--- src/rtl/traffic_pkg.sv ---
// Shared types, light encodings and phase-length helper for the traffic sequencer.
package traffic_pkg;

  typedef enum logic [1:0] {
    S_PV = 2'd0,
    S_PA = 2'd1,
    S_SV = 2'd2,
    S_SA = 2'd3
  } state_e;

  localparam logic [2:0] LIGHT_RED   = 3'b100;
  localparam logic [2:0] LIGHT_AMBER = 3'b010;
  localparam logic [2:0] LIGHT_GREEN = 3'b001;
  localparam logic [1:0] PED_RED     = 2'b10;
  localparam logic [1:0] PED_GREEN   = 2'b01;

  typedef struct packed {
    logic [2:0] prin_road;
    logic [2:0] sec_road;
    logic [1:0] prin_ped;
    logic [1:0] sec_ped;
  } lights_t;

  // A zero duration still yields a one-second phase so the countdown never reads 0.
  function automatic logic [6:0] max1(input logic [6:0] t);
    return (t == 7'd0) ? 7'd1 : t;
  endfunction

  function automatic lights_t decode_lights(input state_e s);
    lights_t l;
    l.prin_road = LIGHT_RED;
    l.sec_road  = LIGHT_RED;
    l.prin_ped  = PED_RED;
    l.sec_ped   = PED_RED;
    case (s)
      S_PV: begin
        l.prin_road = LIGHT_GREEN;
        l.sec_ped   = PED_GREEN;
      end
      S_PA: l.prin_road = LIGHT_AMBER;
      S_SV: begin
        l.sec_road = LIGHT_GREEN;
        l.prin_ped = PED_GREEN;
      end
      S_SA: l.sec_road = LIGHT_AMBER;
      default: ;
    endcase
    return l;
  endfunction

endpackage

--- src/rtl/traffic_sequencer_if.sv ---
// Timing inputs and light/LCD outputs between the sequencer and the LCD output stage.
interface traffic_sequencer_if;
  logic [6:0] Tpv;
  logic [6:0] Tsv;
  logic [6:0] Ta;
  logic       pedReq;
  logic [6:0] timeRemaining;
  logic [2:0] Principal_Road;
  logic [2:0] Secondary_Road;
  logic [1:0] Principal_Pedestrian;
  logic [1:0] Secondary_Pedestrian;
  logic [1:0] StateFlag;
  logic [1:0] PhraseSel;

  // Sequencer side: consumes durations and requests, drives lights and LCD fields.
  modport master (
    input  Tpv, Tsv, Ta, pedReq,
    output timeRemaining, Principal_Road, Secondary_Road,
    output Principal_Pedestrian, Secondary_Pedestrian, StateFlag, PhraseSel
  );

  modport slave (
    output Tpv, Tsv, Ta, pedReq,
    input  timeRemaining, Principal_Road, Secondary_Road,
    input  Principal_Pedestrian, Secondary_Pedestrian, StateFlag, PhraseSel
  );
endinterface

--- src/rtl/second_tick_gen.sv ---
// One-second prescaler: single-cycle tick on the last count, restartable by clear.
module second_tick_gen #(
  parameter int unsigned CLK_PER_SEC = 50000000
) (
  input  logic clock50MHz,
  input  logic reset,
  input  logic clear,
  output logic tick
);

  localparam int unsigned CntW = (CLK_PER_SEC > 1) ? $clog2(CLK_PER_SEC) : 1;
  localparam logic [CntW-1:0] CntMax = CntW'(CLK_PER_SEC - 1);

  logic [CntW-1:0] cnt_q, cnt_d;

  always_comb begin
    tick  = (cnt_q == CntMax);
    cnt_d = (clear || tick) ? '0 : cnt_q + 1'b1;
  end

  always_ff @(posedge clock50MHz) begin
    if (reset) begin
      cnt_q <= '0;
    end else begin
      cnt_q <= cnt_d;
    end
  end

endmodule

--- src/rtl/traffic_sequencer.sv ---
// Two-road traffic-light phase sequencer with pedestrian shortening of the principal green.
module traffic_sequencer
  import traffic_pkg::*;
#(
  parameter int unsigned CLK_PER_SEC = 50000000,
  parameter logic [6:0]  PED_MIN     = 7'd5
) (
  input  logic                clock50MHz,
  input  logic                reset,
  traffic_sequencer_if.master bus
);

  state_e     state_q, state_d, state_nxt;
  logic [6:0] time_q, time_d, entry_len;
  lights_t    lights_q, lights_d;
  logic       tick, ped_hit, phase_done;

  second_tick_gen #(
    .CLK_PER_SEC(CLK_PER_SEC)
  ) u_tick (
    .clock50MHz(clock50MHz),
    .reset     (reset),
    .clear     (phase_done),
    .tick      (tick)
  );

  // Durations are sampled only when the next phase is entered.
  always_comb begin
    state_nxt = state_e'(state_q + 2'd1);
    case (state_nxt)
      S_PV:    entry_len = max1(bus.Tpv);
      S_SV:    entry_len = max1(bus.Tsv);
      default: entry_len = max1(bus.Ta);
    endcase
  end

  assign ped_hit    = bus.pedReq && (state_q == S_PV) && (time_q > PED_MIN);
  assign phase_done = tick && (time_q == 7'd1);

  // Shortening takes priority over a coincident tick; the prescaler keeps running.
  always_comb begin
    state_d = state_q;
    time_d  = time_q;
    if (ped_hit) begin
      time_d = PED_MIN;
    end else if (phase_done) begin
      state_d = state_nxt;
      time_d  = entry_len;
    end else if (tick) begin
      time_d = time_q - 7'd1;
    end
    lights_d = decode_lights(state_d);
  end

  always_ff @(posedge clock50MHz) begin
    if (reset) begin
      state_q  <= S_PV;
      time_q   <= max1(bus.Tpv);
      lights_q <= decode_lights(S_PV);
    end else begin
      state_q  <= state_d;
      time_q   <= time_d;
      lights_q <= lights_d;
    end
  end

  assign bus.timeRemaining        = time_q;
  assign bus.Principal_Road       = lights_q.prin_road;
  assign bus.Secondary_Road       = lights_q.sec_road;
  assign bus.Principal_Pedestrian = lights_q.prin_ped;
  assign bus.Secondary_Pedestrian = lights_q.sec_ped;
  assign bus.StateFlag            = state_q;
  assign bus.PhraseSel            = state_q;

endmodule

--- src/flat_wrapper.sv ---
// flat-port wrapper written by rule: the top's interface ports become plain ports
module traffic_sequencer_flat import traffic_pkg::*;
#(
  parameter int unsigned CLK_PER_SEC = 50000000,
  parameter logic [6:0]  PED_MIN     = 7'd5
)
  (clock50MHz, reset, bus_Tpv, bus_Tsv, bus_Ta, bus_pedReq, bus_timeRemaining, bus_Principal_Road, bus_Secondary_Road, bus_Principal_Pedestrian, bus_Secondary_Pedestrian, bus_StateFlag, bus_PhraseSel);
  traffic_sequencer_if bus_i ();
  input  logic clock50MHz;
  input  logic reset;
  input wire logic [$bits(bus_i.Tpv)-1:0] bus_Tpv;
  input wire logic [$bits(bus_i.Tsv)-1:0] bus_Tsv;
  input wire logic [$bits(bus_i.Ta)-1:0] bus_Ta;
  input wire logic [$bits(bus_i.pedReq)-1:0] bus_pedReq;
  output wire logic [$bits(bus_i.timeRemaining)-1:0] bus_timeRemaining;
  output wire logic [$bits(bus_i.Principal_Road)-1:0] bus_Principal_Road;
  output wire logic [$bits(bus_i.Secondary_Road)-1:0] bus_Secondary_Road;
  output wire logic [$bits(bus_i.Principal_Pedestrian)-1:0] bus_Principal_Pedestrian;
  output wire logic [$bits(bus_i.Secondary_Pedestrian)-1:0] bus_Secondary_Pedestrian;
  output wire logic [$bits(bus_i.StateFlag)-1:0] bus_StateFlag;
  output wire logic [$bits(bus_i.PhraseSel)-1:0] bus_PhraseSel;
  assign bus_i.Tpv = bus_Tpv;
  assign bus_i.Tsv = bus_Tsv;
  assign bus_i.Ta = bus_Ta;
  assign bus_i.pedReq = bus_pedReq;
  assign bus_timeRemaining = bus_i.timeRemaining;
  assign bus_Principal_Road = bus_i.Principal_Road;
  assign bus_Secondary_Road = bus_i.Secondary_Road;
  assign bus_Principal_Pedestrian = bus_i.Principal_Pedestrian;
  assign bus_Secondary_Pedestrian = bus_i.Secondary_Pedestrian;
  assign bus_StateFlag = bus_i.StateFlag;
  assign bus_PhraseSel = bus_i.PhraseSel;
  traffic_sequencer #(.CLK_PER_SEC(CLK_PER_SEC), .PED_MIN(PED_MIN)) u_core (.clock50MHz(clock50MHz), .reset(reset), .bus(bus_i));
endmodule
--- config.mk ---
export PLATFORM = sky130hd
export DESIGN_NAME = traffic_sequencer_flat
export DESIGN_NICKNAME = d
export VERILOG_FILES = /design/src/rtl/traffic_pkg.sv /design/src/rtl/traffic_sequencer_if.sv /design/src/rtl/second_tick_gen.sv /design/src/rtl/traffic_sequencer.sv /design/src/flat_wrapper.sv
export SDC_FILE = /design/constraint.sdc
export NUM_CORES = 1
export LEC_CHECK = 0
export ABC_AREA = 1
export CAP_MARGIN = 25
export CORE_MARGIN = 1.5
export CORE_UTILIZATION = 35
export DETAILED_ROUTE_END_ITERATION = 10
export SLEW_MARGIN = 30
export SYNTH_ARGS = -nofsm -noshare
export SYNTH_HDL_FRONTEND = slang
export SYNTH_SLANG_ARGS = --single-unit
--- constraint.sdc ---
create_clock -name clock50MHz -period 4.8 [get_ports clock50MHz]
set_clock_uncertainty 0.05 [all_clocks]
set_input_delay 0.96 -clock clock50MHz [delete_from_list [all_inputs] [get_ports clock50MHz]]
set_output_delay 0.96 -clock clock50MHz [all_outputs]
set_load 0.03 [all_outputs]
# --- Word-level counts from Yosys, hierarchy flattened ---
# Index checks and enable logic that the tools add are counted.
# W data, S select, Z words.
totals:
  ff_bits: 45
classes:
  eq_ne: 6
  n_addsub: 3
  reduce_logical: 12
  magnitude_cmp: 1
  muxes: 14
op_table:
  columns: ["operator", "n"]
  rows:
  - ["$mux W7", 7]
  - ["$add A26 B1 Y26 const B", 1]
  - ["$eq A26 B26 Y1 const B", 1]
  - ["$logic_not A7 Y1", 3]
  - ["$pmux W7 S2", 1]
  - ["$pmux W3 S2", 2]
  - ["$mux W2", 4]
  - ["$eq A7 B1 Y1 const B", 1]
  - ["$gt A7 B3 Y1 const B", 1]
  - ["$sub A7 B1 Y7 const B", 1]
  - ["$eq A2 B2 Y1 const B", 3]
  - ["$logic_not A2 Y1", 3]
  - ["$reduce_bool A4 Y1", 1]
  - ["$logic_and A1 B1 Y1", 3]
  - ["$add A2 B1 Y2 const B", 1]
  - ["$eq A2 B1 Y1 const B", 1]
  - ["$reduce_or A2 Y1", 1]
  - ["$logic_or A1 B1 Y1", 1]

# --- Depth between registers and ports, before layout ---
# Gate-level depths: netlist of run 1.
logic_depth:
  word_depth: 6
  depth_mapped: 11

# --- Cells and area by module ---
# From an unflattened synthesis of run 1, not the netlist that was laid out.
unflattened:
  hier_cells: 379
  hier_area_um2: 2575.0
modules_own_cells:
  columns: ["mod", "seq_area_each_um2", "cells_per_inst", "area_per_inst_um2", "instances"]
  rows:
  - ["second_tick_gen", 520.5, 217, 1423.9, 1]
  - ["traffic_sequencer", 410.4, 162, 1151.1, 1]

# --- Worst setup path before layout of run 1 ---
# OpenSTA, ideal clock, no wires.
synth_path:
  path_kind: "input to register"
  start: "input bus_pedReq"
  end: "register u_core.time_q[0] (netlist: u_core.bus.timeRemaining[0]), enable pin"
  path_slack_ns: 2.792
  arrival_ns: 1.648
  cell_stages: 4
  setup_time_ns: 0.309
  cell_sequence: "nand2_1 inv_1 a21oi_1 nand2_1"
synth_between:
  elab_chain_len: 3
synth_lines:
  columns: ["element", "line_no", "text"]
  rows:
  - ["start, declared", "flat_wrapper.sv:14", "input wire logic [$bits(bus_i.pedReq)-1:0] bus_pedReq;"]
  - ["$logic_and A1 B1 Y1 (2 in a row)", "traffic_sequencer.sv:37", "assign ped_hit = bus.pedReq && (state_q == S_PV) && (time_q > PED_MIN);"]
  - ["$reduce_bool A4 Y1 (no source line)", null, null]
  - ["end signal, assigned", "traffic_sequencer.sv:58", "time_q <= max1(bus.Tpv);"]
  - ["end signal, assigned", "traffic_sequencer.sv:62", "time_q <= time_d;"]
  - ["end, declared", "traffic_sequencer.sv:14", "logic [6:0] time_q, time_d, entry_len;"]
# No other way between the ends.
# A chain may end at the register's enable or synchronous reset.

# --- Worst setup path after layout of run 1 ---
layout_path:
  start: "register u_core.state_q[0] (netlist: u_core.bus.PhraseSel[0])"
  end: "output bus_PhraseSel[0]"
layout_lines:
  columns: ["element", "line_no", "text"]
  rows:
  - ["start, declared", "traffic_sequencer.sv:13", "state_e state_q, state_d, state_nxt;"]
  - ["start signal, assigned", "traffic_sequencer.sv:61", "state_q <= state_d;"]
  - ["end, declared", "flat_wrapper.sv:21", "output wire logic [$bits(bus_i.PhraseSel)-1:0] bus_PhraseSel;"]
# No word-level cell between the ends.

==> results of run 1 <==
worst min-delay path: cells and delay by family (launching register included):
family             cells  cell delay, ps
AOI/OAI and AO/OA      1              50
DFF                    1             330
and+or+nand+nor        1              60
metrics by stage:
stage                     setup slack, ps  instance area, um2  power [W]
after floorplan                      2790                2580   0.000451
after global placement               2190                3090   0.000498
final                                2350                3220   0.000804
after global routing                 2250                3220   0.000840
after CTS                            2330                3220   0.000812
after detailed placement             2160                3090   0.000497
cell families (layout without fill, tap and decap cells):
kind of cell | Yosys count | after routing | share of synthesized area (%)
adder cells (fa/ha/maj) | 6 | 6 | 2.91
buffers and inverters | 56 | 100 | 9.02
XOR/XNOR | 13 | 13 | 4.41
flip-flops | 43 | 43 | 36.1
AND/OR/NAND/NOR | 236 | 236 | 41.8
AO/OA/AOI/OAI | 26 | 26 | 5.82
sequential cells by signal, summed over array words and instances (netlist names):
register	cells
u_core.bus.Secondary_Pedestrian	2
u_core.u_tick.cnt_q	26
u_core.bus.PhraseSel	2
u_core.bus.Principal_Road	2
u_core.bus.timeRemaining	7
u_core.bus.Principal_Pedestrian	2
u_core.bus.Secondary_Road	2
synthesized netlist by cell type (2+ instances only):
cell type    n
o21ai_0      4
inv_2        5
nor2_4       5
or2_2        2
inv_1       43
nand4_1      5
a22o_1       4
xnor2_1      3
nand3b_1     3
nand3_4      2
nor2_1      68
ha_1         6
buf_4        6
nand2_2      6
edfxtp_1     7
nand3_1     29
nand2_1    100
dfxtp_1     36
xor2_1      10
a21oi_1     16
nor2_2       2
nor3_1       9
clkbuf_1     2
nand2_4      2
layer usage:
layer | up-vias | GRT usage [%] | routed length, um
met4 | 0 | 5.82 | 99
met2 | 36 | 25.8 | 2790
li1 | 1272 | - | -
met3 | 8 | 2.80 | 195
met1 | 1068 | 21.7 | 2910
met5 | - | 0 | 0
cell type report:
type	count	area share, %
Clock inverter	1	0.933
Inverter	48	5.60
Clock buffer	7	3.03
Tap cell	99	3.85
Multi-Input combinational cell	281	44.0
Sequential cell	43	28.9
Timing Repair Buffer	44	13.7
power breakdown:
group / switching (W) / leakage [nW] / total, W / internal [W]
Combinational: 0.0000552 / 0.844 / 0.000102 / 0.0000464
Sequential: 0.00000953 / 0.363 / 0.000387 / 0.000377
Clock: 0.000128 / 0.0636 / 0.000315 / 0.000187
Total: 0.000193 / 1.27 / 0.000804 / 0.000611
worst paths after layout:
path	endpoint	slack [ps]	depth (start not counted)	startpoint
hold reg to reg	u_core.u_tick.cnt_q[25]$_SDFF_PP0_	430	2	u_core.u_tick.cnt_q[25]$_SDFF_PP0_
setup / recovery	bus_PhraseSel[0]	2350	1	u_core.bus.PhraseSel[0]$_SDFF_PP0_
hold / removal	u_core.u_tick.cnt_q[25]$_SDFF_PP0_	430	2	u_core.u_tick.cnt_q[25]$_SDFF_PP0_
setup reg to reg	u_core.bus.timeRemaining[3]$_DFFE_PP_	2740	7	u_core.bus.timeRemaining[1]$_DFFE_PP_
==> metrics, run 1 <==
delay-heaviest family, CP buffers and inverters; worst path required time 3790 ps; clock-pin slew on the worst setup and hold paths 80 ps; Num CTS Buffers 5; Final ANT Viol Nets 0; layout net count 453; final wirelength 6.00 mm; Worst Max-Slew Pin Slew 515 ps; HPWL reported at the end of detailed placement 4.78 mm; largest net degree at the start of global routing 26; first-pass GRT wire length 9.89 mm; Crit-path slowest cell clkdlybuf4s50_1; final core utilization 44.9%; crit-path max FO 6; status finished clean; routability cong. 0.819; clock tree from TritonCTS built; die footprint 7900 um2; fraction of layout cells with a size suffix above 1 7.78%; Detailed Route Iter0 Violations 142; Post-synth ARST share 0%; Synthesized Nets 410; Synth area leader dfxtp_1; Syn. warnings 0; Non-Filler Instances 523; Final Max Slew Viols 0; leakage 1.27 nW; Die W 88.9 um; Power Density 250 nW/um2; Skew-Pair Late Insertion Delay 300 ps; clock period minus worst slack 2450 ps; register area share after synthesis 36.1%; placed cell count 515; die span in y 88.9 um; Worst Setup Start Kind register; max incr delay on CP 710 ps; worst path cell trace clkdlybuf4s50_1; Unique masters post-synth 29; Worst VDD drop 0.106 mV; Setup Buffers After CTS 0; most common cell after layout, fill and taps aside nand2_1; combined area of the multi-input logic cells 1420 um2; crit path DAT 1440 ps; total grt overflow 0; H-tree levels 2; mapped cell area 2580 um2; drt pass-1 iters 4; Rel. slew slack 65.6%; period utilization 51.0%; IO Pins 45; Overall Global Routing Usage 16.1%; Via density 4.56; top_reg_cell synth dfxtp_1; Final setup viols 0; Wirelength per Cell 11.5 um; Area Growth Syn to Fin 24.8%; core area 7180 um2; setup_tns 0 ps; Synth area leaders dfxtp_1 28%, nand2_1 15%, nor2_1 9.9%; CP endpoint kind output port; most frequent cells in the layout 100 x nand2_1, 68 x nor2_1, 44 x clkdlybuf4s50_1, 43 x inv_1, 36 x dfxtp_1; fillcell total 752; syn avg cell area 6.79 um2; Max Cap Viol 0; Clock Path Buffers 2; final hold violation count 0; ANT cells 0; Hold Slack 433 ps; cells after synthesis 380; # rows 31; post-CTS resize count 0; cts hold-fix bufs 0; Hold Crit Class register to register; initial antenna violation count 0; clock sinks 43; Starting Density 36.0%; DRC 0; Setup CP Type register to output port; max frequency 409 MHz; Yosys top cell area share 27.9%; clk root buf clkbuf_8; register area 931 um2; via count 2384; register bit total from synthesis 43; Post-synth EDFFs 7; Worst Path Buf+Inv 1; vias in the first global route 2160; Buffers on Ports 44; RSZ-0062 raised after global routing false
Note: power is estimated with default switching activity, not from simulation.
==> run 2: changes to the inputs <==
- clock period: 4.8 -> 2 ns (I/O delays scaled with it)
==> run 2 against run 1 <==
Effect of this change: critical path depth stayed put; non-clock buffer count rose by 7; total power is 120% higher; clock power up 89%; worst setup slack worse by 2200 ps; routed wire length down 0.60%; sequential share of layout area decreased by 0.36 points; die area unchanged; combinational power grew to 2.5 times the previous value; register-to-register slack lost 2600 ps; sequential cell count did not move; clock-buffer cell count decreased by 1.
==> metrics, run 2 (same netlist as run 1, synthesis figures left out) <==
status finished clean; Logic pwr share 14.4%; total grt overflow 0; Overall Global Routing Usage 16.2%; period utilization 93.9%; clk root buf clkbuf_8; HPWL reported at the end of detailed placement 4.84 mm; clock tree from TritonCTS built; Die W 88.9 um; CP endpoint kind output port; delay-heaviest family, CP buffers and inverters; Final Max Slew Viols 0; ANT cells 0; Rel. slew slack 77.8%; max frequency 533 MHz; initial antenna violation count 0; switching share of total power 26.4%; Skew-Pair Late Insertion Delay 300 ps; Hold Crit Class register to register; via count 2373; Power, Total 0.00178 W; IO Pins 45; most frequent cells in the layout 99 x nand2_1, 67 x nor2_1, 44 x clkdlybuf4s50_1, 43 x inv_1, 36 x dfxtp_1; most common cell after layout, fill and taps aside nand2_1; RSZ-0062 raised after global routing false; Setup CP Type register to output port; final hold violation count 0; leakage 1.30 nW; worst path cell trace clkdlybuf4s50_1; Clock Path Buffers 2; Max Cap Viol 0; Worst Max-Slew Pin Slew 331 ps; Starting Density 36.0%; Seq pwr share 52.2%; routability cong. 0.862; Setup Buffers After CTS 0; Buffers on Ports 44; final wirelength 5.96 mm; Worst Setup Start Kind register; Detailed Route Iter0 Violations 111; max reg flops 26; Area Growth Syn to Fin 26.3%; Worst VDD drop 0.369 mV; Power Density 547 nW/um2; clock-pin slew on the worst setup and hold paths 90 ps; setup_tns 0 ps; Via density 4.48; Crit-path slowest cell clkdlybuf4s50_1; sw power 0.000470 W; Largest Register u_core.u_tick.cnt_q; layout net count 460; core area 7180 um2; H-tree levels 2; crit-path max FO 5; Final ANT Viol Nets 0; die span in y 88.9 um; fillcell total 740; # rows 31; vias in the first global route 2225; crit path DAT 1430 ps; first-pass GRT wire length 9.92 mm; worst path required time 1550 ps; max incr delay on CP 700 ps; largest net degree at the start of global routing 26; clock period minus worst slack 1880 ps; fraction of layout cells with a size suffix above 1 9.98%; clock share of power 33.4%; internal power 0.00131 W; Final setup viols 0; Hold Slack 434 ps; die footprint 7900 um2; Wirelength per Cell 11.3 um; drt pass-1 iters 5; Num CTS Buffers 5; clock sinks 43; DRC 0; Worst Path Buf+Inv 1
==> run 2: cell type report <==
cell class	count	area [um2]	area share [%]
flip-flops and latches	43	931	28.6
inverters	48	180	5.53
repair buffers	51	505	15.5
multi-input cells	281	1420	43.6
clock inverters	2	15.0	0.461
well taps	99	124	3.80
clock buffers	6	82.6	2.53
==> run 2: what timing repair did <==
action                     4_1_cts  5_1_grt
gates resized for setup          0        2
setup endpoints to repair        0        9
hold buffers                     0        0
==> run 2: power groups by stage <==
stage,Sequential (W),Clock [W],Combinational (W)
global route,0.000934,0.000646,0.000286
floorplan,0.000981,0,0.000102
finish,0.000929,0.000596,0.000256
CTS,0.000930,0.000615,0.000258
global placement,0.000949,0,0.000259
detailed placement,0.000950,0,0.000256
==> run 2: worst register-to-register path, delay by kind of cell (launching register included) <==
family          cells  cell delay, ps
simple gates        4             520
flops               1             370
fa+ha+maj           1             320
compound gates      1             270
buf+inv             1              90
==> run 2: path summary, 6_finish.rpt <==
| path | from | to | slack (ps) | cells after the start |
|---|---|---|---|---|
| worst max register to register | u_core.bus.PhraseSel[0]$_SDFF_PP0_ | u_core.bus.timeRemaining[6]$_DFFE_PP_ | 160 | 7 |
| worst min register to register | u_core.u_tick.cnt_q[25]$_SDFF_PP0_ | u_core.u_tick.cnt_q[25]$_SDFF_PP0_ | 430 | 2 |
| worst min-delay path | u_core.u_tick.cnt_q[25]$_SDFF_PP0_ | u_core.u_tick.cnt_q[25]$_SDFF_PP0_ | 430 | 2 |
| worst max-delay path | u_core.bus.timeRemaining[3]$_DFFE_PP_ | bus_timeRemaining[3] | 120 | 1 |
==> run 2: metal layers <==
metal	track usage (%)	vias to the layer above	share of wire [%]
met5	0	-	0
met4	4.69	0	0.79
met3	3.08	2	3.2
met2	25.8	41	47
met1	22.2	1037	49
li1	-	1293	-
==> run 2: through the flow <==
| step | cell area (um2) | util (%) | std cells | worst slack [ps] |
|---|---|---|---|---|
| 2_1_floorplan | 2580 | - | 380 | 10.2 |
| 3_3_place_gp | 3160 | 44.0 | 522 | 79.4 |
| 3_5_place_dp | 3160 | 44.0 | 522 | 110 |
| 4_1_cts | 3250 | 45.4 | 530 | 81.6 |
| 5_1_grt | 3260 | 45.4 | 530 | 14.6 |
| 6_report | 3260 | 45.4 | 530 | 122 |
==> run 3: changes to the inputs <==
- SLEW_MARGIN: 30 -> 10
==> results of run 3 <==
Final layout, timing and power as in run 2 (identical DEF).
